**config.mk**
```make
export PLATFORM = sky130hd
export DESIGN_NAME = data_mem_port_ctrl
export DESIGN_NICKNAME = d
export VERILOG_FILES = /design/src/rtl/data_mem_port_ctrl.sv
export SDC_FILE = /design/constraint.sdc
export NUM_CORES = 1
export LEC_CHECK = 0
export CAP_MARGIN = 5
export CELL_PAD_IN_SITES_DETAIL_PLACEMENT = 2
export CELL_PAD_IN_SITES_GLOBAL_PLACEMENT = 2
export CORE_ASPECT_RATIO = 0.9
export CORE_UTILIZATION = 30
export CTS_BUF_LIST = sky130_fd_sc_hd__clkbuf_8
export CTS_CLUSTER_DIAMETER = 80
export DETAILED_ROUTE_END_ITERATION = 10
export HOLD_SLACK_MARGIN = 0.15
export PLACE_DENSITY = 0.94
export RECOVER_POWER = 25
export SLEW_MARGIN = 0
export SYNTH_ARGS = -nofsm -noshare
export SYNTH_HDL_FRONTEND = slang
export SYNTH_SLANG_ARGS = --single-unit
```
**constraint.sdc**
```tcl
create_clock -name clk -period 6.02 [get_ports clk]
set_input_delay 0.602 -clock clk [delete_from_list [all_inputs] [get_ports clk]]
set_output_delay 0.602 -clock clk [all_outputs]
set_load 0.01 [all_outputs]
```
**src/rtl/data_mem_port_ctrl.sv**
```systemverilog
// Port-B load/store initiator: one outstanding request, holds controls until ready, returns tagged load data.
// Optional DMEM_MISALIGN_TRAP_EN: misaligned/illegal-size requests raise error code 01 instead of issuing.
module data_mem_port_ctrl #(
  parameter int unsigned TIMEOUT_CYCLES = 16
) (
  input  logic        clk,
  input  logic        rst_n,
  input  logic        req_valid,
  output logic        req_ready,
  input  logic [1:0]  req_op,
  input  logic [1:0]  req_size,
  input  logic [31:0] req_addr,
  input  logic [31:0] req_wdata,
  input  logic [4:0]  req_rd,
  output logic [31:0] alu,
  output logic [31:0] din,
  output logic [1:0]  memOp,
  output logic [1:0]  memSize,
  output logic        enB,
  input  logic        ready,
  input  logic [31:0] doutB,
  input  logic        readValidB,
  input  logic [31:0] addrBOut,
  output logic        wb_valid,
  output logic [4:0]  wb_rd,
  output logic [31:0] wb_data,
  output logic        err_valid,
  output logic [1:0]  err_code,
  output logic [31:0] err_addr
);

  typedef enum logic [1:0] {IDLE, ISSUE, WAIT_RD, ERR} state_t;

  localparam logic [7:0] TO_LIM = 8'(TIMEOUT_CYCLES);

  state_t      state_q, state_d;
  logic [1:0]  op_q, op_d, size_q, size_d;
  logic [31:0] addr_q, addr_d, wdata_q, wdata_d;
  logic [4:0]  rd_q, rd_d, wb_rd_q, wb_rd_d;
  logic [7:0]  cnt_q, cnt_d;
  logic        wb_valid_q, wb_valid_d, err_valid_q, err_valid_d;
  logic [31:0] wb_data_q, wb_data_d, err_addr_q, err_addr_d;
  logic [1:0]  err_code_q, err_code_d;
  logic [31:0] wdata_masked;

  always_comb begin
    case (req_size)
      2'b00:   wdata_masked = {24'd0, req_wdata[7:0]};
      2'b01:   wdata_masked = {16'd0, req_wdata[15:0]};
      default: wdata_masked = req_wdata;
    endcase
  end

`ifdef DMEM_MISALIGN_TRAP_EN
  logic misaligned;
  assign misaligned = (req_size == 2'b11) ||
                      (req_size == 2'b01 && req_addr[0]) ||
                      (req_size == 2'b10 && req_addr[1:0] != 2'b00);
`endif

  always_comb begin
    state_d     = state_q;
    op_d        = op_q;
    size_d      = size_q;
    addr_d      = addr_q;
    wdata_d     = wdata_q;
    rd_d        = rd_q;
    cnt_d       = cnt_q;
    wb_valid_d  = 1'b0;
    wb_rd_d     = wb_rd_q;
    wb_data_d   = wb_data_q;
    err_valid_d = 1'b0;
    err_code_d  = err_code_q;
    err_addr_d  = err_addr_q;
    case (state_q)
      IDLE: begin
        if (req_valid) begin
          op_d    = req_op;
          size_d  = req_size;
          addr_d  = req_addr;
          wdata_d = wdata_masked;
          rd_d    = req_rd;
          if (req_op != 2'b00) begin
`ifdef DMEM_MISALIGN_TRAP_EN
            if (misaligned) begin
              // Error strobe is registered so it lands in the single ERR cycle.
              state_d     = ERR;
              err_valid_d = 1'b1;
              err_code_d  = 2'b01;
              err_addr_d  = req_addr;
            end else begin
              state_d = ISSUE;
            end
`else
            state_d = ISSUE;
`endif
          end
        end
      end
      ISSUE: begin
        if (ready) begin
          if (op_q == 2'b11) begin
            state_d = IDLE;
          end else begin
            state_d = WAIT_RD;
            cnt_d   = 8'd0;
          end
        end
      end
      WAIT_RD: begin
        if (readValidB) begin
          state_d    = IDLE;
          wb_valid_d = 1'b1;
          wb_rd_d    = rd_q;
          wb_data_d  = doutB;
          if (addrBOut != addr_q) begin
            err_valid_d = 1'b1;
            err_code_d  = 2'b10;
            err_addr_d  = addr_q;
          end
        end else begin
          cnt_d = cnt_q + 8'd1;
          if (cnt_d == TO_LIM) begin
            state_d     = IDLE;
            err_valid_d = 1'b1;
            err_code_d  = 2'b11;
            err_addr_d  = addr_q;
          end
        end
      end
      default: state_d = IDLE;
    endcase
  end

  always_ff @(posedge clk or negedge rst_n) begin
    if (!rst_n) begin
      state_q     <= IDLE;
      op_q        <= 2'b00;
      size_q      <= 2'b00;
      addr_q      <= 32'd0;
      wdata_q     <= 32'd0;
      rd_q        <= 5'd0;
      cnt_q       <= 8'd0;
      wb_valid_q  <= 1'b0;
      wb_rd_q     <= 5'd0;
      wb_data_q   <= 32'd0;
      err_valid_q <= 1'b0;
      err_code_q  <= 2'b00;
      err_addr_q  <= 32'd0;
    end else begin
      state_q     <= state_d;
      op_q        <= op_d;
      size_q      <= size_d;
      addr_q      <= addr_d;
      wdata_q     <= wdata_d;
      rd_q        <= rd_d;
      cnt_q       <= cnt_d;
      wb_valid_q  <= wb_valid_d;
      wb_rd_q     <= wb_rd_d;
      wb_data_q   <= wb_data_d;
      err_valid_q <= err_valid_d;
      err_code_q  <= err_code_d;
      err_addr_q  <= err_addr_d;
    end
  end

  // Port-B controls are zero outside ISSUE; size 11 goes out as a word access.
  assign req_ready = (state_q == IDLE);
  assign enB       = (state_q == ISSUE);
  assign alu       = enB ? addr_q  : 32'd0;
  assign din       = enB ? wdata_q : 32'd0;
  assign memOp     = enB ? op_q    : 2'b00;
  assign memSize   = !enB ? 2'b00 : ((size_q == 2'b11) ? 2'b10 : size_q);
  assign wb_valid  = wb_valid_q;
  assign wb_rd     = wb_rd_q;
  assign wb_data   = wb_data_q;
  assign err_valid = err_valid_q;
  assign err_code  = err_code_q;
  assign err_addr  = err_addr_q;

endmodule

```
* Word-level counts from Yosys, hierarchy flattened *
Cells that the tools add are included.

word-level totals
  bits in registers = 156
  input port bits = 142

cells by class
  add/sub/neg operators = 1
  eq/ne operators = 14
  muxes and demuxes = 29
  reduce and logical (&&, ||, !) cells = 10

operators with widths
  operator                                                                  count
  32-bit two-way mux                                                        5
  32-bit one-hot mux with 2 select lines                                    1
  32-bit inequality test                                                    1
  2-bit two-way mux                                                         12
  8-bit two-way mux                                                         3
  8-bit one-hot mux with 2 select lines                                     1
  8-bit by 1-bit adder with 8-bit output (second input constant)            1
  8-bit by 5-bit == test with 1-bit output (second input constant)          1
  4-bit AND reduction                                                       2
  2-bit == test (second input constant)                                     3
  1-bit two-way mux                                                         6
  2-bit by 1-bit inequality test with 1-bit output (second input constant)  3
  2-bit inequality test (second input constant)                             3
  2-bit one-hot mux with 3 select lines                                     1
  2-bit nonzero test                                                        3
  2-bit by 1-bit == test with 1-bit output (second input constant)          2
  2-bit zero test                                                           2
  2-bit AND reduction                                                       2
  3-bit inequality test (second input constant)                             1
  3-bit AND reduction                                                       1

* Longest topological paths before layout *
Gate-level depths: netlist of the first run.

  depth in word-level cells = 5
  mapped depth = 9
  depth with buffers taken out = 7

* Worst setup path after synthesis of the first run *
Ideal clock, no wire load.

  kind = reg2reg
  start = register cnt_q[0]
  end = register err_addr_q[10] (netlist: err_addr[10])
  arrival time = 2.410 ns
  setup slack = 3.485 ns
  cell stages (with the launch flop) = 10
  clock period less this slack = 2.535 ns
  path through = dfrtp_1 > ha_1 > and3_1 > or3_1 > nand2_1 > a221oi_2 > or4_4 > buf_6 > buf_12 > mux2_4

between the ends
  cells in the longest elaborated chain, start to end = 4

RTL lines
  element                                   RTL line  text
  start, declared                           40        logic [7:0] cnt_q, cnt_d;
  start signal, assigned                    157       cnt_q <= cnt_d;
  8-bit by 1-bit adder with 8-bit output    122       cnt_d = cnt_q + 8'd1;
  8-bit by 5-bit == test with 1-bit output  123       if (cnt_d == TO_LIM) begin
  2-bit nonzero test (no source line)       --
  3-bit AND reduction (no source line)      --
  end signal, assigned                      163       err_addr_q <= err_addr_d;
  end, declared                             42        logic [31:0] wb_data_q, wb_data_d, err_addr_q, err_addr_d;

No other way between the ends.
A chain may end at the register's enable or synchronous reset.

* Final worst setup path of the first run *
  start = input port req_valid
  end = register addr_q[2]

between the ends
  cells in the longest elaborated chain, start to end = 1

RTL lines
  element                               RTL line  text
  start, declared                       8         input logic req_valid,
  2-bit AND reduction (no source line)  --
  end signal, assigned                  154       addr_q <= addr_d;
  end, declared                         38        logic [31:0] addr_q, addr_d, wdata_q, wdata_d;

No other way between the ends.

==> results of run 1 <==
==> layout by cell type, fill, tap and decap left out, drive strengths merged <==
cell           instances
xnor2                  1
dlygate4sd3            1
a21oi                  2
buf                    4
clkdlybuf4s50        282
or2                    3
clkinv                 5
diode                  1
and3                   1
nor3                   4
o31ai                  1
ha                     2
nor2b                  2
a211oi                 1
nand4                  1
inv                   12
clkbuf                18
and2                  68
or4                    1
nor4                   8
nor2                   7
a22o                   1
nand3                  9
a221oi                 1
xor2                  34
dfrtp                156
nand2                 60
and3b                  1
nand3b                 1
o21ai                 34
or3                    2
mux2                 119
nand2b                 3
clkinvlp               2
==> final timing paths <==
path	slack (ns)	endpoint	start
setup reg to reg	2.65	addr_q[2]$_DFFE_PN0P_	state_q[1]$_DFFE_PN0P_
setup / recovery	2.47	addr_q[2]$_DFFE_PN0P_	req_valid
hold / removal	0.24	err_addr[22]$_DFFE_PN0P_	rst_n
hold reg to reg	0.49	wdata_q[28]$_DFFE_PN0P_	wdata_q[28]$_DFFE_PN0P_
min in group clk	0.49	wdata_q[28]$_DFFE_PN0P_	wdata_q[28]$_DFFE_PN0P_
max in group asynchronous	4.37	op_q[0]$_DFFE_PN0P_	rst_n
==> state kept, by name, summed over array words and instances (netlist names) <==
name	flops
err_valid	1
err_addr	32
wdata_q	32
wb_rd	5
size_q	2
wb_valid	1
addr_q	32
rd_q	5
err_code	2
state_q	2
op_q	2
wb_data	32
cnt_q	8
==> metrics by stage <==
| stage | hold slack, ns | util (%) | worst slack, ns | cell area, um2 |
|---|---|---|---|---|
| 6_report | 0.244 | 46.0 | 2.47 | 10400 |
| 5_1_grt | 0.296 | 46.0 | 2.36 | 10400 |
| 4_1_cts | 0.261 | 46.0 | 2.53 | 10400 |
| 3_3_place_gp | 0.453 | 44.5 | 2.88 | 10100 |
| 3_5_place_dp | 0.469 | 44.5 | 2.63 | 10100 |
| 2_1_floorplan | 0.306 | - | 3.49 | 6970 |
==> routing by layer <==
layer  track usage, %  vias up  part of all wire, %
met3             4.09       35                  3.6
met2             39.5      132                   55
met5                0        -                    0
met4             7.24        0                  2.4
met1             24.2     2783                   39
li1                 -     2423                    -
==> area by class of cell <==
cell class	count	area, um2
Antenna cell	1	2.50
Clock buffer	18	248
Clock inverter	14	110
Fill cell	2324	12200
Inverter	5	18.8
Multi-Input combinational cell	367	2900
Sequential cell	156	3900
Tap cell	297	372
Timing Repair Buffer	287	2870
==> worst reg2reg max path: stages (launching register included) <==
cell and delay [ns]:
dfrtp_1 0.45, nor2_1 0.10, nand2_1 1.61, buf_4 0.70
mux2_2 0.41
==> power by group <==
| part | switching (mW) | leakage (nW) | internal (mW) |
|---|---|---|---|
| Clock | 0.438 | 0.184 | 0.304 |
| Sequential | 0.380 | 1.90 | 1.54 |
| Combinational | 0.926 | 2.38 | 1.34 |
| Total | 1.74 | 4.46 | 3.18 |
==> cells by family (layout without fill, tap and decap cells) <==
kind of cell             after synthesis  count (layout)  synth area share [%]
AO/OA/AOI/OAI                         40              40                  3.14
adder cells (fa/ha/maj)                2               2                 0.359
other                                  0               1                     0
AND/OR/NAND/NOR                      171             171                  12.8
buffers and inverters                 34             324                  2.57
flip-flops                           156             156                  56.0
multiplexers                         119             119                  20.7
XOR/XNOR                              35              35                  4.40
==> metrics.md, run 1 <==
| Metric | Value |
|---|---|
| IO Port Bufs | 284 |
| Mapped Nets | 701 |
| Worst Path Buf+Inv | 2 |
| Unrepaired setup endpoints after global routing | no |
| Final Slew Violations | 44 |
| CTS H-tree depth | 4 |
| Post-CTS resize count | 0 |
| Cell Chain, Critical Path | dlygate4sd3_1 -> nand2_1 -> buf_4 -> mux2_2 |
| Worst IR Drop VDD | 0.160 mV |
| Share of the yosys chip area belonging to registers | 56.0% |
| DR vias/cell | 4.69 |
| Post-Route Skew | 0.0231 ns |
| Worst EP required | 6.36 ns |
| Final Setup Violations | 0 |
| Run status | complete, but fails checks |
| Number of flops mapped to enable cells by yosys | 0 |
| Post-CTS Hold Buffers | 0 |
| Failing checks | max-capacitance violations, max-slew violations |
| Setup TNS | 0 ns |
| Biggest cell delay along the critical path | 1.63 ns |
| Post-CTS setup buffers | 0 |
| Count leader, synth | dfrtp_1 |
| Pwr/cell area | 473 nW/um2 |
| Slew @ Worst Pin | 2.27 ns |
| DRT Pass-1 Iters | 4 |
| Worst path slowest cell | nand2_1 |
| CTS max path bufs | 2 |
| Fin crit period | 3.55 ns |
| Hold Fails Final Rpt | 0 |
| Clk sinks | 156 |
| Worst Path Max Fanout | 55 |
| Syn Area/Cell | 12.5 um2 |
| Die Footprint | 23800 um2 |
| Die width | 163 um |
| Largest net degree at the start of global routing | 97 |
| Drt wl/cell | 21.5 um |
| Post-synth top area share | 56.0% |
| CP startpoint kind | input pin |
| Routed Wire Length | 24600 um |
| Share of cells above drive strength 1 | 18.9% |
| Vias in the first global route | 6335 |
| I/O Pins | 285 |
| Routed Antenna Nets | 0 |
| Pleak | 4.46 nW |
| GR Overflow Total | 0 |
| Row count | 52 |
| CP arrival | 3.89 ns |
| CTS tree | done |
| Routability cong. | 0.821 |
| Max frequency | 281 MHz |
| Nature of the critical path endpoint | flop |
| #FFs+latches synth | 156 |
| Synth cell count leaders | dfrtp_1 (156), mux2_2 (92), and2_1 (68) |
| Tot Pwr | 4.93 mW |
| Ranking of synthesized cells by area | dfrtp_1 (56%), mux2_2 (15%), and2_1 (6.1%), mux2_4 (5.8%), xor2_1 (4.3%) |
| Vias | 5373 |
| Tcrit/Tclk final | 59.0% |
| Post-synth top area cell | dfrtp_1 |
| R2R depth | 4 |
| Slew HR | -51.5% |
| Layout net count | 978 |
| Hold Crit Class | input pin to async pin |
| Clock Latency Late Sink | 0.46 ns |
| Layout area overhead | 49.5% |
| Residual DRC | 0 |
| Die Ht | 147 um |
| CTS root buf | clkbuf_8 |
| Reg clk slew, reported paths | 0.10 ns |
| Stages on the worst setup path | 4 |
| Syn Std Cell Area | 6970 um2 |
| Post-synth cell types | 34 |
| Core Box Area | 22600 um2 |
| TritonCTS Buffers | 17 |
| Initial antenna violation count | 1 |
| Overall Global Routing Usage | 21.3% |
| First-pass GRT wire length | 38000 um |
| Mapped Cells | 557 |
| Fraction of registers with async set/reset | 100% |
| Initial Util | 30.8% |
| Top FF cell, synth | dfrtp_1 |
| Post-Place Cells | 1112 |
| Iter 0 DRT Violations | 196 |
| Cell family contributing the most delay on the critical path | simple AND/OR/NAND/NOR gates |
| CP Class | input pin to flop |
| Layout Cells excl Fill | 1145 |
| Final HPWL DP | 18400 um |
| Syn. warnings | 0 |
| Max cap viols | 1 |
Note: power is estimated with default switching activity, not from simulation.
==> inputs of run 2 (changes only) <==
- CORE_UTILIZATION: 30 -> 28
- PLACE_DENSITY: 0.94 -> 0.89
- clock period: 6.02 -> 3.6 ns (I/O delays scaled with it)
==> run 2 against run 1 <==
  * The flow still finishes with violations (max-capacitance violations, max-slew violations)
  * Clock-buffer cell count unchanged
  * Largest cell class unchanged
  * Register-to-register slack got worse by 2.0 ns
  * Critical path type is now flop to flop
  * Die area grew 7.0%
  * Worst hold slack improved by 0.22 ns
  * Sequential share of layout area shrank 0.39 points
  * First-iteration DRC count down 7.1%
  * Total power up 69%
  * Clock power is 82% higher
  * Non-clock buffer count increased by 4
  * Sequential power rose by 66%
==> metrics.md, run 2 (synthesis results as in run 1) <==
| Metric | Value |
|---|---|
| CTS tree | done |
| Worst path slowest cell | or4_4 |
| Clk sinks | 156 |
| TritonCTS Buffers | 17 |
| Worst IR Drop VDD | 0.253 mV |
| Vias | 5288 |
| Core Box Area | 24300 um2 |
| Routability cong. | 0.836 |
| Failing checks | max-capacitance violations, max-slew violations |
| Unrepaired setup endpoints after global routing | no |
| Vias in the first global route | 5954 |
| DRT Pass-1 Iters | 4 |
| Total inserted antenna cells | 0 |
| Routed Antenna Nets | 0 |
| Routed Wire Length | 23800 um |
| CP Class | flop to flop |
| Post-CTS setup buffers | 0 |
| Tcrit/Tclk final | 81.1% |
| DR vias/cell | 4.56 |
| Post-CTS Hold Buffers | 1 |
| Most frequent cells in the layout | clkdlybuf4s50_1 (282), dfrtp_1 (156), mux2_2 (92), and2_1 (68), nand2_1 (58) |
| Max cap viols | 1 |
| Layout net count | 982 |
| Fin crit period | 2.92 ns |
| Die Footprint | 25500 um2 |
| R2R depth | 7 |
| Cell family contributing the most delay on the critical path | simple AND/OR/NAND/NOR gates |
| CTS H-tree depth | 4 |
| Nature of the critical path endpoint | flop |
| Run status | complete, but fails checks |
| Slew @ Worst Pin | 2.25 ns |
| Die Ht | 152 um |
| GR Overflow Total | 0 |
| Worst EP required | 3.92 ns |
| Final Slew Violations | 84 |
| Setup TNS | 0 ns |
| CTS root buf | clkbuf_8 |
| Layout area overhead | 51.1% |
| Cell Chain, Critical Path | ha_1 -> and3_1 -> or3_1 -> nand2_1 -> a221oi_2 -> or4_4 -> mux2_4 |
| Iter 0 DRT Violations | 182 |
| Clock Latency Late Sink | 0.45 ns |
| Die width | 168 um |
| R2R Setup Slk | 0.68 ns |
| Commonest non-fill, non-tap cell in the layout | clkdlybuf4s50_1 |
| Worst Path Buf+Inv | 0 |
| Post-Route Skew | 0.0206 ns |
| Share of cells above drive strength 1 | 19.4% |
| Reg clk slew, reported paths | 0.10 ns |
| Pwr/cell area | 791 nW/um2 |
| Worst Path Max Fanout | 35 |
| Max frequency | 342 MHz |
| Post-CTS resize count | 0 |
| Hold Fails Final Rpt | 0 |
| Residual DRC | 0 |
| Initial Util | 28.7% |
| Final HPWL DP | 18000 um |
| Hold Crit Class | input pin to flop |
| CP startpoint kind | flop |
| Worst r2r src | cnt_q[0]$_DFFE_PN0P_ |
| Overall Global Routing Usage | 19.0% |
| Reg-to-Reg End | err_addr[14]$_DFFE_PN0P_ |
| Hold EP | wdata_q[10]$_DFFE_PN0P_ |
| Slew HR | -50.3% |
| Row count | 54 |
| Initial antenna violation count | 0 |
| First-pass GRT wire length | 35900 um |
| CP arrival | 3.24 ns |
| Hold Crit Depth | 3 |
| Largest net degree at the start of global routing | 85 |
| Biggest cell delay along the critical path | 0.86 ns |
| I/O Pins | 285 |
| Tot Pwr | 8.33 mW |
| Final Setup Violations | 0 |
| Hold Path Origin | req_wdata[10] |
| Drt wl/cell | 20.6 um |
| IO Port Bufs | 284 |
| CTS max path bufs | 2 |
| Pleak | 4.50 nW |
## run 2: changes by cell type in the layout (fill, tap and decap cells not counted), sizes merged
cell / before / now
diode: 1 / 0
buf: 4 / 6
clkinv: 5 / 2
clkbuf: 18 / 19
dlygate4sd3: 1 / 2
inv: 12 / 13
bufinv: 0 / 1
clkinvlp: 2 / 3
## run 2: worst reg2reg max path, cell delays in order (launching register included)
cell      delay (ns)
dfrtp_1         0.46
ha_1            0.31
and3_1          0.26
or3_1           0.32
nand2_1         0.09
a221oi_2        0.10
or4_4           0.86
mux2_4          0.42
## run 2: worst max path at each step
| stage | start | to | slack (ns) | cells past startpoint |
|---|---|---|---|---|
| 6_report | cnt_q[0]$_DFFE_PN0P_ | err_addr[14]$_DFFE_PN0P_ | 0.68 | 7 |
| 5_1_grt | cnt_q[0]$_DFFE_PN0P_ | err_addr[14]$_DFFE_PN0P_ | 0.58 | 7 |
| 4_1_cts | cnt_q[0]$_DFFE_PN0P_ | err_addr[14]$_DFFE_PN0P_ | 0.69 | 7 |
| 3_5_place_dp | addrBOut[31] | err_addr[1]$_DFFE_PN0P_ | 0.60 | 7 |
| 3_3_place_gp | addrBOut[4] | err_addr[1]$_DFFE_PN0P_ | 0.75 | 7 |
| 2_1_floorplan | cnt_q[0]$_DFFE_PN0P_ | err_addr[10]$_DFFE_PN0P_ | 1.07 | 9 |
## run 2: where the power goes
| group | internal, mW | switching (mW) |
|---|---|---|
| Clock | 0.595 | 0.757 |
| Combinational | 2.25 | 1.54 |
| Sequential | 2.57 | 0.620 |
## run 2: per-layer routing
| layer | global-route usage, % | share of wire (%) | vias up |
|---|---|---|---|
| li1 | - | - | 2428 |
| met1 | 21.8 | 40 | 2696 |
| met2 | 34.9 | 53 | 139 |
| met3 | 4.26 | 4.1 | 25 |
| met4 | 6.55 | 2.3 | 0 |
| met5 | 0 | 0 | - |
## run 2: layout make-up
type                    count  area, um2
well taps                 308        385
fillers                  2480      13800
multi-input cells         367       2900
flip-flops and latches    156       3900
clock inverters            14        150
clock buffers              18        248
inverters                   5       18.8
repair buffers            291       2920
## run 2: through the flow
step / setup slack [ns] / cell area [um2] / util, % / instances / hold slack, ns
floorplan: 1.07 / 6970 / - / 557 / 0.0644
global placement: 0.746 / 10100 / 41.6 / 1126 / 0.452
detailed placement: 0.600 / 10100 / 41.6 / 1126 / 0.470
CTS: 0.688 / 10500 / 43.3 / 1159 / 0.435
global route: 0.581 / 10500 / 43.3 / 1159 / 0.447
finish: 0.679 / 10500 / 43.3 / 1159 / 0.462
